**src/rtl/seq_gen_stream_if.sv**
```systemverilog
// Valid/ready stream that carries one signed sequence value per beat.
// The master drives valid/data/last and the consumer drives ready.
interface seq_gen_stream_if #(
    parameter int WIDTH = 32
);
    logic                    out_valid;
    logic                    out_ready;
    logic signed [WIDTH-1:0] out_data;
    logic                    out_last;

    modport master (
        output out_valid,
        output out_data,
        output out_last,
        input  out_ready
    );

    modport slave (
        input  out_valid,
        input  out_data,
        input  out_last,
        output out_ready
    );
endinterface

```
**src/rtl/seq_gen_stream.sv**
```systemverilog
// Arithmetic sequence generator (STOP/WRAP/BOUNCE) with an optional beat limit,
// backpressure, abort and config checking, streaming over seq_gen_stream_if.
module seq_gen_stream #(
    parameter int WIDTH = 32,
    parameter int CNT_W = 16
) (
    input  logic                    clk,
    input  logic                    rst_n,
    input  logic                    start,
    input  logic                    abort,
    input  logic [1:0]              mode,
    input  logic signed [WIDTH-1:0] start_value,
    input  logic signed [WIDTH-1:0] step,
    input  logic signed [WIDTH-1:0] range_min,
    input  logic signed [WIDTH-1:0] range_max,
    input  logic [CNT_W-1:0]        count_max,
    seq_gen_stream_if.master        stream,
    output logic                    busy,
    output logic                    done,
    output logic                    err
);

    typedef enum logic [1:0] {S_IDLE, S_LOAD, S_RUN, S_DONE} state_t;

    localparam logic [1:0] MODE_STOP   = 2'd0;
    localparam logic [1:0] MODE_WRAP   = 2'd1;
    localparam logic [1:0] MODE_BOUNCE = 2'd2;
    localparam logic [1:0] MODE_RSVD   = 2'd3;

    state_t                  state;
    logic [1:0]              mode_r;
    logic signed [WIDTH-1:0] start_r, step_r, min_r, max_r, cur;
    logic [CNT_W-1:0]        cnt_max_r, beats;
    logic                    dir;

    logic signed [WIDTH:0]   step_x, min_x, max_x, cur_x, delta, nxt, alt, b_x, b_nxt;
    logic signed [WIDTH-1:0] adv_val, b_val;
    logic                    adv_dir, b_dir, nxt_out, alt_out, next_last, cfg_err;
    logic [CNT_W-1:0]        beats_inc, b_beats;

    // Successor of cur in WIDTH+1 bits, then the last flag of whichever beat is
    // presented next (the first beat when leaving LOAD, the successor otherwise).
    always_comb begin
        step_x  = {step_r[WIDTH-1], step_r};
        min_x   = {min_r[WIDTH-1], min_r};
        max_x   = {max_r[WIDTH-1], max_r};
        cur_x   = {cur[WIDTH-1], cur};
        delta   = dir ? -step_x : step_x;
        nxt     = cur_x + delta;
        alt     = cur_x - delta;
        nxt_out = (nxt < min_x) || (nxt > max_x);
        alt_out = (alt < min_x) || (alt > max_x);
        adv_val = nxt[WIDTH-1:0];
        adv_dir = dir;
        case (mode_r)
            MODE_WRAP: begin
                if (nxt > max_x)
                    adv_val = min_r;
                else if (nxt < min_x)
                    adv_val = max_r;
            end
            MODE_BOUNCE: begin
                if (nxt_out) begin
                    adv_dir = ~dir;
                    adv_val = alt_out ? cur : alt[WIDTH-1:0];
                end
            end
            default: ;
        endcase
        beats_inc = (beats == '1) ? beats : beats + CNT_W'(1);

        if (state == S_LOAD) begin
            b_val   = start_r;
            b_dir   = 1'b0;
            b_beats = '0;
        end else begin
            b_val   = adv_val;
            b_dir   = adv_dir;
            b_beats = beats_inc;
        end
        b_x       = {b_val[WIDTH-1], b_val};
        b_nxt     = b_x + (b_dir ? -step_x : step_x);
        next_last = ((mode_r == MODE_STOP) && ((b_nxt < min_x) || (b_nxt > max_x))) ||
                    ((cnt_max_r != '0) && (b_beats == cnt_max_r - CNT_W'(1)));

        cfg_err = (step_r == '0) || (mode_r == MODE_RSVD) || (min_r > max_r) ||
                  (start_r < min_r) || (start_r > max_r);
    end

    // Control FSM; abort outranks every transition and suppresses the done pulse.
    always_ff @(posedge clk or negedge rst_n) begin
        if (!rst_n) begin
            state            <= S_IDLE;
            mode_r           <= '0;
            start_r          <= '0;
            step_r           <= '0;
            min_r            <= '0;
            max_r            <= '0;
            cnt_max_r        <= '0;
            cur              <= '0;
            dir              <= 1'b0;
            beats            <= '0;
            stream.out_valid <= 1'b0;
            stream.out_data  <= '0;
            stream.out_last  <= 1'b0;
            busy             <= 1'b0;
            done             <= 1'b0;
            err              <= 1'b0;
        end else if (abort) begin
            state            <= S_IDLE;
            stream.out_valid <= 1'b0;
            stream.out_last  <= 1'b0;
            busy             <= 1'b0;
            done             <= 1'b0;
            err              <= 1'b0;
        end else begin
            done <= 1'b0;
            err  <= 1'b0;
            case (state)
                S_IDLE: begin
                    if (start) begin
                        mode_r    <= mode;
                        start_r   <= start_value;
                        step_r    <= step;
                        min_r     <= range_min;
                        max_r     <= range_max;
                        cnt_max_r <= count_max;
                        busy      <= 1'b1;
                        state     <= S_LOAD;
                    end
                end
                S_LOAD: begin
                    if (cfg_err) begin
                        done  <= 1'b1;
                        err   <= 1'b1;
                        busy  <= 1'b0;
                        state <= S_DONE;
                    end else begin
                        cur              <= start_r;
                        dir              <= 1'b0;
                        beats            <= '0;
                        stream.out_valid <= 1'b1;
                        stream.out_data  <= start_r;
                        stream.out_last  <= next_last;
                        state            <= S_RUN;
                    end
                end
                S_RUN: begin
                    if (stream.out_valid && stream.out_ready) begin
                        if (stream.out_last) begin
                            stream.out_valid <= 1'b0;
                            stream.out_last  <= 1'b0;
                            busy             <= 1'b0;
                            done             <= 1'b1;
                            state            <= S_DONE;
                        end else begin
                            cur             <= adv_val;
                            dir             <= adv_dir;
                            beats           <= beats_inc;
                            stream.out_data <= adv_val;
                            stream.out_last <= next_last;
                        end
                    end
                end
                S_DONE: state <= S_IDLE;
                default: state <= S_IDLE;
            endcase
        end
    end

endmodule

```
**src/flat_wrapper.sv**
```systemverilog
// flat-port wrapper written by rule: the top's interface ports become plain ports
module seq_gen_stream_flat 
#(
    parameter int WIDTH = 32,
    parameter int CNT_W = 16
)
  (clk, rst_n, start, abort, mode, start_value, step, range_min, range_max, count_max, busy, done, err, stream_out_valid, stream_out_data, stream_out_last, stream_out_ready);
  seq_gen_stream_if #(.WIDTH(WIDTH)) stream_i ();
  input  logic clk;
  input  logic rst_n;
  input  logic start;
  input  logic abort;
  input  logic [1:0] mode;
  input  logic signed [WIDTH-1:0] start_value;
  input  logic signed [WIDTH-1:0] step;
  input  logic signed [WIDTH-1:0] range_min;
  input  logic signed [WIDTH-1:0] range_max;
  input  logic [CNT_W-1:0] count_max;
  output logic busy;
  output logic done;
  output logic err;
  output wire logic [$bits(stream_i.out_valid)-1:0] stream_out_valid;
  output wire logic [$bits(stream_i.out_data)-1:0] stream_out_data;
  output wire logic [$bits(stream_i.out_last)-1:0] stream_out_last;
  input wire logic [$bits(stream_i.out_ready)-1:0] stream_out_ready;
  assign stream_out_valid = stream_i.out_valid;
  assign stream_out_data = stream_i.out_data;
  assign stream_out_last = stream_i.out_last;
  assign stream_i.out_ready = stream_out_ready;
  seq_gen_stream #(.WIDTH(WIDTH), .CNT_W(CNT_W)) u_core (.clk(clk), .rst_n(rst_n), .start(start), .abort(abort), .mode(mode), .start_value(start_value), .step(step), .range_min(range_min), .range_max(range_max), .count_max(count_max), .stream(stream_i), .busy(busy), .done(done), .err(err));
endmodule
```
**config.mk**
```make
export PLATFORM = sky130hd
export DESIGN_NAME = seq_gen_stream_flat
export DESIGN_NICKNAME = d
export VERILOG_FILES = /design/src/rtl/seq_gen_stream_if.sv /design/src/rtl/seq_gen_stream.sv /design/src/flat_wrapper.sv
export SDC_FILE = /design/constraint.sdc
export NUM_CORES = 1
export LEC_CHECK = 0
export ABC_AREA = 1
export BUFFER_PORTS_ARGS = -buffer_cell sky130_fd_sc_hd__buf_2
export CORE_MARGIN = 2
export CORE_UTILIZATION = 40
export CTS_CLUSTER_SIZE = 24
export DETAILED_ROUTE_END_ITERATION = 12
export GPL_TIMING_DRIVEN = 0
export PLACE_DENSITY = 0.66
export SLEW_MARGIN = 5
export SYNTH_ARGS = -nofsm -noshare
export SYNTH_HDL_FRONTEND = slang
export SYNTH_SLANG_ARGS = --single-unit
```
**constraint.sdc**
```tcl
create_clock -name clk -period 11.4 [get_ports clk]
set_input_delay 2.28 -clock clk [delete_from_list [all_inputs] [get_ports clk]]
set_output_delay 2.28 -clock clk [all_outputs]
set_load 0.05 [all_outputs]
```
==> flow_summary.html, run 1 <==
<table>
<tr><th>Metric</th><th>Value</th></tr>
<tr><th colspan="2">Die</th></tr>
<tr><td>Initial cell density of the core</td><td>40.5%</td></tr>
<tr><td>Number of top-level design ports</td><td>188</td></tr>
<tr><td>Chip Height</td><td>251 um</td></tr>
<tr><td>Placeable core region</td><td>60400 um2</td></tr>
<tr><td>Die outline width</td><td>251 um</td></tr>
<tr><td>Die outline area</td><td>63100 um2</td></tr>
<tr><td>Number of cell rows</td><td>90</td></tr>
<tr><th colspan="2">Synthesis</th></tr>
<tr><td>Number of enable-type register cells in the synthesized netlist</td><td>0</td></tr>
<tr><td>Async set-reset flop share out of synthesis</td><td>100%</td></tr>
<tr><td>Synthesized netlist cell count</td><td>3576</td></tr>
<tr><td>Netlist area before placement</td><td>24400 um2</td></tr>
<tr><td>Yosys cell types</td><td>62</td></tr>
<tr><td>Yosys warning count</td><td>0</td></tr>
<tr><td>Leading post-synthesis cells by cell area</td><td>dfrtp_1 (21%), ha_1 (20%), nand2_1 (13%), a21oi_1 (8.6%), inv_1 (5.7%)</td></tr>
<tr><td>Synthesized flop and latch total</td><td>202</td></tr>
<tr><td>Sequential fraction of the synthesis area</td><td>20.7%</td></tr>
<tr><td>Synth Net Count</td><td>4127</td></tr>
<tr><td>Area share of the largest cell type after synthesis</td><td>20.7%</td></tr>
<tr><td>Most used flip-flop cell after synthesis</td><td>dfrtp_1</td></tr>
<tr><td>Cell taking the most area after synthesis</td><td>dfrtp_1</td></tr>
<tr><td>Syn_area_per_cell</td><td>6.83 um2</td></tr>
<tr><th colspan="2">Worst setup path</th></tr>
<tr><td>Critical path class</td><td>reg2reg</td></tr>
<tr><td>Path depth of the worst reg2reg path</td><td>66</td></tr>
<tr><td>Cell family with the largest share of critical-path delay</td><td>simple AND/OR/NAND/NOR gates</td></tr>
<tr><td>Critical-path maximum fanout</td><td>10</td></tr>
<tr><td>CP Data Required Time</td><td>11.87 ns</td></tr>
<tr><td>Data arrival time of the critical path</td><td>11.22 ns</td></tr>
<tr><td>Critical path capture point type</td><td>flop</td></tr>
<tr><td>R2R Path End</td><td>u_core.stream.out_last</td></tr>
<tr><td>Reg2reg setup slack</td><td>0.65 ns</td></tr>
<tr><td>CP Launch Type</td><td>flop</td></tr>
<tr><td>Buf/Inv on CP</td><td>8</td></tr>
<tr><td>CP max stage delay</td><td>0.52 ns</td></tr>
<tr><td>Max stage delay cell, worst path</td><td>o21ai_0</td></tr>
<tr><td>Startpoint of the lowest-slack register-to-register path</td><td>u_core.step_r[0]</td></tr>
<tr><td>Cell type with the highest occurrence count on the critical path</td><td>nand2_1</td></tr>
<tr><th colspan="2">Flow run</th></tr>
<tr><td>Number of max-cap violations</td><td>0</td></tr>
<tr><th colspan="2">Finish</th></tr>
<tr><td>Top library cells by usage in the layout, fill and taps aside</td><td>nand2_1 (827), a21oi_1 (414), ha_1 (392)</td></tr>
<tr><td>Fill cell total of the finished layout</td><td>6371</td></tr>
<tr><td># nets final</td><td>4351</td></tr>
<tr><td>Syn-to-layout area delta</td><td>14.2%</td></tr>
<tr><td>Most frequent standard cell in the layout excluding fill and tap cells</td><td>nand2_1</td></tr>
<tr><td>Fraction of layout cells with a size suffix above 1</td><td>12.9%</td></tr>
<tr><td>Final Cell Area</td><td>27900 um2</td></tr>
<tr><th colspan="2">Hold path</th></tr>
<tr><td>Launch point of the worst hold path</td><td>u_core.beats[15]</td></tr>
<tr><td>Hold Crit Endpoint</td><td>u_core.beats[15]</td></tr>
<tr><td>Cell count of the worst hold path</td><td>2</td></tr>
<tr><td>Min-Delay Path Class</td><td>reg2reg</td></tr>
<tr><th colspan="2">Timing</th></tr>
<tr><td>Count of final hold-check violations</td><td>0</td></tr>
<tr><td>Final-report max-slew violation count</td><td>0</td></tr>
<tr><td>Period Utilization, post-route</td><td>94.3%</td></tr>
<tr><td>Final number of setup-violating endpoints</td><td>0</td></tr>
<tr><td>Clock period minus worst slack</td><td>10.75 ns</td></tr>
<tr><td>Maximum operating frequency</td><td>0.0930 GHz</td></tr>
<tr><td>Relative slew slack</td><td>19.2%</td></tr>
<tr><td>Worst-Margin Slew</td><td>1.21 ns</td></tr>
<tr><td>Skew final</td><td>0.0197 ns</td></tr>
<tr><th colspan="2">Clock network</th></tr>
<tr><td>Clock H-tree levels</td><td>1</td></tr>
<tr><td>Number of buffers inserted during clock tree synthesis</td><td>28</td></tr>
<tr><td>CTS tree</td><td>done</td></tr>
<tr><td>CTS Sinks</td><td>202</td></tr>
<tr><td>Worst-Skew Late Latency</td><td>0.59 ns</td></tr>
<tr><td>Clock-pin slew of the registers on the worst-case setup and hold paths</td><td>0.06 ns</td></tr>
<tr><td>Max Root-Sink Buffers</td><td>3</td></tr>
<tr><td>CTS Root Buffer Type</td><td>clkbuf_16</td></tr>
<tr><td>CTS Hold Buffers Added</td><td>0</td></tr>
<tr><th colspan="2">Global routing</th></tr>
<tr><td>Number of global-route vias before repair</td><td>23862</td></tr>
<tr><td>Aggregate global-route resource usage</td><td>29.6%</td></tr>
<tr><td>Antenna violations before repair</td><td>2</td></tr>
<tr><td>Overall overflow remaining after global route</td><td>0</td></tr>
<tr><td>First-pass GRT wire length</td><td>142000 um</td></tr>
<tr><td>Largest net degree at the start of global routing</td><td>89</td></tr>
<tr><th colspan="2">Drt</th></tr>
<tr><td>DRC violation count after routing</td><td>0</td></tr>
<tr><td>Via density</td><td>5.52</td></tr>
<tr><td>Number of DRC violations after detailed-routing iteration 0</td><td>2418</td></tr>
<tr><td>Routed wirelength normalized by instance count</td><td>20.8 um</td></tr>
<tr><td>Pre-antenna DRT Iters</td><td>5</td></tr>
<tr><td>Antenna viol nets, final</td><td>0</td></tr>
<tr><td>Via Count</td><td>25411</td></tr>
<tr><td>Final wirelength</td><td>95600 um</td></tr>
<tr><th colspan="2">Place</th></tr>
<tr><td>Final GP Congestion</td><td>1.01</td></tr>
<tr><td>Port Buffer Count</td><td>187</td></tr>
<tr><td>Instance area after placement</td><td>26400 um2</td></tr>
<tr><td>Detailed placer's ending HPWL</td><td>80400 um</td></tr>
<tr><th colspan="2">Run status</th></tr>
<tr><td>Status</td><td>finished, final reports clean</td></tr>
</table>
cells by family (layout without fill, tap and decap cells):
kind of cell | Yosys count | after routing | share of synthesized area (%)
muxes | 43 | 43 | 1.98
AOI/OAI and AO/OA | 762 | 762 | 16.6
xor gates and xnor gates | 141 | 141 | 5.06
adders and majority gates | 400 | 400 | 20.6
buffers and inverters | 497 | 743 | 8.10
DFF | 202 | 202 | 20.7
other | 0 | 2 | 0
and+or+nand+nor | 1531 | 1531 | 27.0
worst min-delay path, delay by kind of cell (launching register included):
kind,cells,cell delay (ns)
AND/OR/NAND/NOR,1,0.05
AO/OA/AOI/OAI,1,0.06
flip-flops,1,0.34
layer usage:
| metal | global-route usage, % | wire length, um |
|---|---|---|
| met3 | 3.75 | 7650 |
| met4 | 9.23 | 3400 |
| met2 | 47.0 | 41900 |
| met1 | 41.7 | 42700 |
| met5 | 0 | 0 |
sequential cells by signal, summed over array words and instances, names as in the netlist, 2 cells and up:
name	flops
u_core.beats	16
u_core.cnt_max_r	16
u_core.max_r	32
u_core.min_r	32
u_core.mode_r	2
u_core.start_r	32
u_core.state	2
u_core.step_r	32
u_core.stream.out_data	32
cell type report:
cell class	instances	area [um2]	area share (%)
diodes	2	5.00	0.0179
flip-flops and latches	202	5060	18.1
plain buffers	111	562	2.01
clock inverters	11	136	0.489
well taps	782	978	3.51
repair buffers	199	1080	3.86
inverters	381	1440	5.17
clock buffers	41	841	3.01
multi-input cells	2877	17800	63.8
cell usage after synthesis (3+ instances only):
cell / instances
nand3_2: 10
nor2_4: 4
nand3b_1: 9
inv_1: 373
xor2_1: 118
xnor2_1: 23
buf_4: 5
nand2_1: 834
o21ai_1: 34
o21ai_0: 215
nand4_2: 4
fa_1: 3
and2_1: 4
buf_2: 32
nor3_1: 51
nand2_4: 4
o31ai_1: 5
dfrtp_1: 202
inv_2: 7
clkbuf_2: 6
buf_1: 16
a21boi_0: 4
o21bai_1: 13
or2_1: 5
a21o_1: 10
o21ai_2: 11
nand4_1: 44
o221ai_1: 4
nor2_1: 318
a31oi_1: 11
or2_2: 19
clkbuf_1: 51
mux2_2: 43
nor2_2: 5
a21oi_1: 419
nor4_1: 14
o211ai_1: 20
nand3_1: 189
o21a_1: 9
ha_1: 397
buf_6: 6
through the flow:
stage                     worst slack [ns]  hold WS, ns  utilization, %  instances  setup TNS [ns]
final                                0.648        0.496            46.2       4606               0
after global routing               -0.0423        0.509            46.2       4605         -0.0423
after CTS                         0.000111        0.501            45.5       4602               0
after detailed placement            -0.659        0.489            43.8       4547          -0.659
after global placement              -0.728        0.479            43.6       4545          -0.728
after floorplan                       2.52        0.453               -       3576               0
how the worst max path moves through the flow:
stage                                start                     end  slack, ns  cells after the start
after global placement    u_core.step_r[0]  u_core.stream.out_last      -0.73                     65
after global routing      u_core.step_r[0]  u_core.stream.out_last      -0.04                     72
final                     u_core.step_r[0]  u_core.stream.out_last       0.65                     66
after detailed placement  u_core.step_r[0]  u_core.stream.out_last      -0.66                     66
after floorplan           u_core.step_r[0]  u_core.stream.out_last       2.52                     67
after CTS                 u_core.step_r[0]  u_core.stream.out_last     0.0001                     66
timing repair:
item	CTS	global route
pin swaps	2	16
buffers inserted	4	6
endpoints found under the setup margin	1	1
resized for setup	14	122
Power of run 1 is left out: the tool's default activity adds up to more than one toggle a clock period on the data nets, which glitch-free logic cannot reach.
==> inputs of run 2 (changes only) <==
- CORE_ASPECT_RATIO: default -> 0.8
==> run 2 against run 1 <==
Net effect:
- die area about the same
- core utilization increased by 0.094 points
- via count about the same
- critical path depth decreased by 9
- clock skew increased by 0.00076 ns
==> flow_summary.html, run 2 (synthesis results as in run 1) <==
<table>
<tr><th>Metric</th><th>Value</th></tr>
<tr><th colspan="2">Drt</th></tr>
<tr><td>Final wirelength</td><td>96200 um (+0.62%)</td></tr>
<tr><td>DRC violation count after routing</td><td>0 (unchanged)</td></tr>
<tr><td>Antenna viol nets, final</td><td>0 (unchanged)</td></tr>
<tr><td>Number of DRC violations after detailed-routing iteration 0</td><td>2514 (+4.0%)</td></tr>
<tr><td>Via density</td><td>5.53 (+0.27%)</td></tr>
<tr><td>Pre-antenna DRT Iters</td><td>7 (+2)</td></tr>
<tr><td>Routed wirelength normalized by instance count</td><td>20.9 um (+0.79%)</td></tr>
<tr><td>Via Count</td><td>25436 (+0.098%)</td></tr>
<tr><th colspan="2">Clock network</th></tr>
<tr><td>Max Root-Sink Buffers</td><td>3 (unchanged)</td></tr>
<tr><td>Clock-pin slew of the registers on the worst-case setup and hold paths</td><td>0.06 ns (about the same)</td></tr>
<tr><td>Worst-Skew Late Latency</td><td>0.59 ns (about the same)</td></tr>
<tr><td>CTS tree</td><td>done</td></tr>
<tr><td>Clock H-tree levels</td><td>1 (unchanged)</td></tr>
<tr><td>CTS Root Buffer Type</td><td>clkbuf_16</td></tr>
<tr><td>Number of buffers inserted during clock tree synthesis</td><td>25 (-11%)</td></tr>
<tr><td>CTS Sinks</td><td>202 (unchanged)</td></tr>
<tr><th colspan="2">Finish</th></tr>
<tr><td>Top library cells by usage in the layout, fill and taps aside</td><td>nand2_1 (828), a21oi_1 (409), ha_1 (392)</td></tr>
<tr><td>Most frequent standard cell in the layout excluding fill and tap cells</td><td>nand2_1</td></tr>
<tr><td>Syn-to-layout area delta</td><td>13.7%</td></tr>
<tr><td>Fraction of layout cells with a size suffix above 1</td><td>12.7% (-0.15 points)</td></tr>
<tr><td>Antenna diodes</td><td>0 (-2)</td></tr>
<tr><td>Final Cell Area</td><td>27800 um2 (-0.46%)</td></tr>
<tr><td>Final cell utilization of the core</td><td>46.3% (+0.094 points)</td></tr>
<tr><td>Final Non-Filler Cells</td><td>4598 (-0.17%)</td></tr>
<tr><td># nets final</td><td>4352 (+0.023%)</td></tr>
<tr><th colspan="2">Worst setup path</th></tr>
<tr><td>Critical path capture point type</td><td>flop</td></tr>
<tr><td>Cell type with the highest occurrence count on the critical path</td><td>nand2_1</td></tr>
<tr><td>Critical path class</td><td>reg2reg</td></tr>
<tr><td>CP Data Required Time</td><td>11.87 ns (about the same)</td></tr>
<tr><td>Max stage delay cell, worst path</td><td>xor2_1</td></tr>
<tr><td>Path depth of the worst reg2reg path</td><td>57 (-14%)</td></tr>
<tr><td>Startpoint of the lowest-slack register-to-register path</td><td>u_core.dir</td></tr>
<tr><td>Critical path startpoint</td><td>u_core.dir</td></tr>
<tr><td>CP max stage delay</td><td>0.60 ns (+0.08 ns)</td></tr>
<tr><td>R2R Path End</td><td>u_core.stream.out_last</td></tr>
<tr><td>Timing endpoint of the critical path</td><td>u_core.stream.out_last</td></tr>
<tr><td>Critical-path maximum fanout</td><td>10 (unchanged)</td></tr>
<tr><td>Reg2reg setup slack</td><td>0.61 ns (-0.03 ns)</td></tr>
<tr><td>Data arrival time of the critical path</td><td>11.26 ns (+0.04 ns)</td></tr>
<tr><td>CP Launch Type</td><td>flop</td></tr>
<tr><th colspan="2">Timing</th></tr>
<tr><td>Clock period minus worst slack</td><td>10.79 ns (+0.0345 ns)</td></tr>
<tr><td>Skew final</td><td>0.0204 ns (+0.000763 ns)</td></tr>
<tr><td>Fin Setup TNS</td><td>0 ns (unchanged)</td></tr>
<tr><td>Count of final hold-check violations</td><td>0 (unchanged)</td></tr>
<tr><td>Final number of setup-violating endpoints</td><td>0 (unchanged)</td></tr>
<tr><td>Worst-Margin Slew</td><td>1.16 ns (-0.0517 ns)</td></tr>
<tr><td>Maximum operating frequency</td><td>0.0927 GHz (-0.32%)</td></tr>
<tr><td>Period Utilization, post-route</td><td>94.6% (+0.30 points)</td></tr>
<tr><td>Final-report max-slew violation count</td><td>0 (unchanged)</td></tr>
<tr><td>Relative slew slack</td><td>22.7% (+3.4 points)</td></tr>
<tr><th colspan="2">Die</th></tr>
<tr><td>Number of cell rows</td><td>80 (-11%)</td></tr>
<tr><td>Initial cell density of the core</td><td>40.7% (+0.27 points)</td></tr>
<tr><td>Placeable core region</td><td>60000 um2 (-0.66%)</td></tr>
<tr><td>Chip Height</td><td>225 um (-10%)</td></tr>
<tr><td>Die outline area</td><td>63100 um2 (about the same)</td></tr>
<tr><td>Number of top-level design ports</td><td>188 (unchanged)</td></tr>
<tr><td>Die outline width</td><td>280 um (+12%)</td></tr>
<tr><th colspan="2">Global routing</th></tr>
<tr><td>Number of global-route vias before repair</td><td>23272 (-2.5%)</td></tr>
<tr><td>Overall overflow remaining after global route</td><td>0 (unchanged)</td></tr>
<tr><td>Antenna violations before repair</td><td>2 (unchanged)</td></tr>
<tr><td>First-pass GRT wire length</td><td>142000 um (-0.25%)</td></tr>
<tr><td>Aggregate global-route resource usage</td><td>29.9% (+0.33 points)</td></tr>
<tr><td>Largest net degree at the start of global routing</td><td>99 (+11%)</td></tr>
<tr><th colspan="2">Place</th></tr>
<tr><td>Final GP Congestion</td><td>0.990 (-1.9%)</td></tr>
<tr><td>Instance area after placement</td><td>26400 um2 (about the same)</td></tr>
<tr><td>Count of placed standard cells including taps</td><td>4544 (-0.066%)</td></tr>
<tr><td>Detailed placer's ending HPWL</td><td>81000 um (+0.72%)</td></tr>
<tr><td>Port Buffer Count</td><td>187 (unchanged)</td></tr>
<tr><th colspan="2">Run status</th></tr>
<tr><td>Status</td><td>finished, final reports clean</td></tr>
<tr><th colspan="2">Flow run</th></tr>
<tr><td>Number of max-cap violations</td><td>0 (unchanged)</td></tr>
<tr><th colspan="2">Hold path</th></tr>
<tr><td>Min-Delay Path Class</td><td>reg2reg</td></tr>
</table>
[run 2: routing by layer]
layer	part of all wire (%)	wire length, um	track usage (%)
met5	0.014	13	0
met2	40	38600	43.2
met1	47	44900	44.3
met3	12	11100	8.52
met4	1.6	1540	4.93
[run 2: worst min-delay path by stage]
| stage | depth (start not counted) | end | start |
|---|---|---|---|
| after detailed placement | 2 | u_core.beats[15] | u_core.beats[15] |
| after floorplan | 2 | u_core.beats[15] | u_core.beats[15] |
| after global placement | 2 | u_core.beats[15] | u_core.beats[15] |
| after global routing | 2 | u_core.beats[15] | u_core.beats[15] |
| final | 2 | u_core.beats[15] | u_core.beats[15] |
| after CTS | 2 | u_core.beats[15] | u_core.beats[15] |
[run 2: what timing repair did]
item | in CTS | in global routing
setup buffers | 2 | 12
cloned | 0 | 0
hold buffers | 0 | 0
hold endpoints to repair | 0 | 0
gates resized for setup | 35 | 111
endpoints found under the setup margin | 1 | 1
pin swaps | 2 | 18
[run 2: final cells by class]
class / count / area, um2
multi-input cells: 2877 / 17800
flip-flops and latches: 202 / 5060
fillers: 6285 / 32200
clock buffers: 39 / 748
well taps: 779 / 975
inverters: 381 / 1440
plain buffers: 111 / 549
clock inverters: 6 / 50.0
repair buffers: 203 / 1110
[run 2: per-stage QoR]
stage	hold slack, ns	worst slack (ns)
after CTS	0.494	0.0869
after detailed placement	0.478	-0.818
after floorplan	0.453	2.52
after global placement	0.473	-0.733
after global routing	0.532	-0.0495
final	0.491	0.613
[run 2: critical path, delay by kind of cell, from the launching register on]
family | cells | cell delay [ns]
simple gates | 30 | 3.82
compound gates | 15 | 2.40
fa+ha+maj | 5 | 1.75
buf+inv | 5 | 1.41
xor+xnor | 2 | 0.83
flops | 1 | 0.44
Power of run 2 is left out for the same reason.
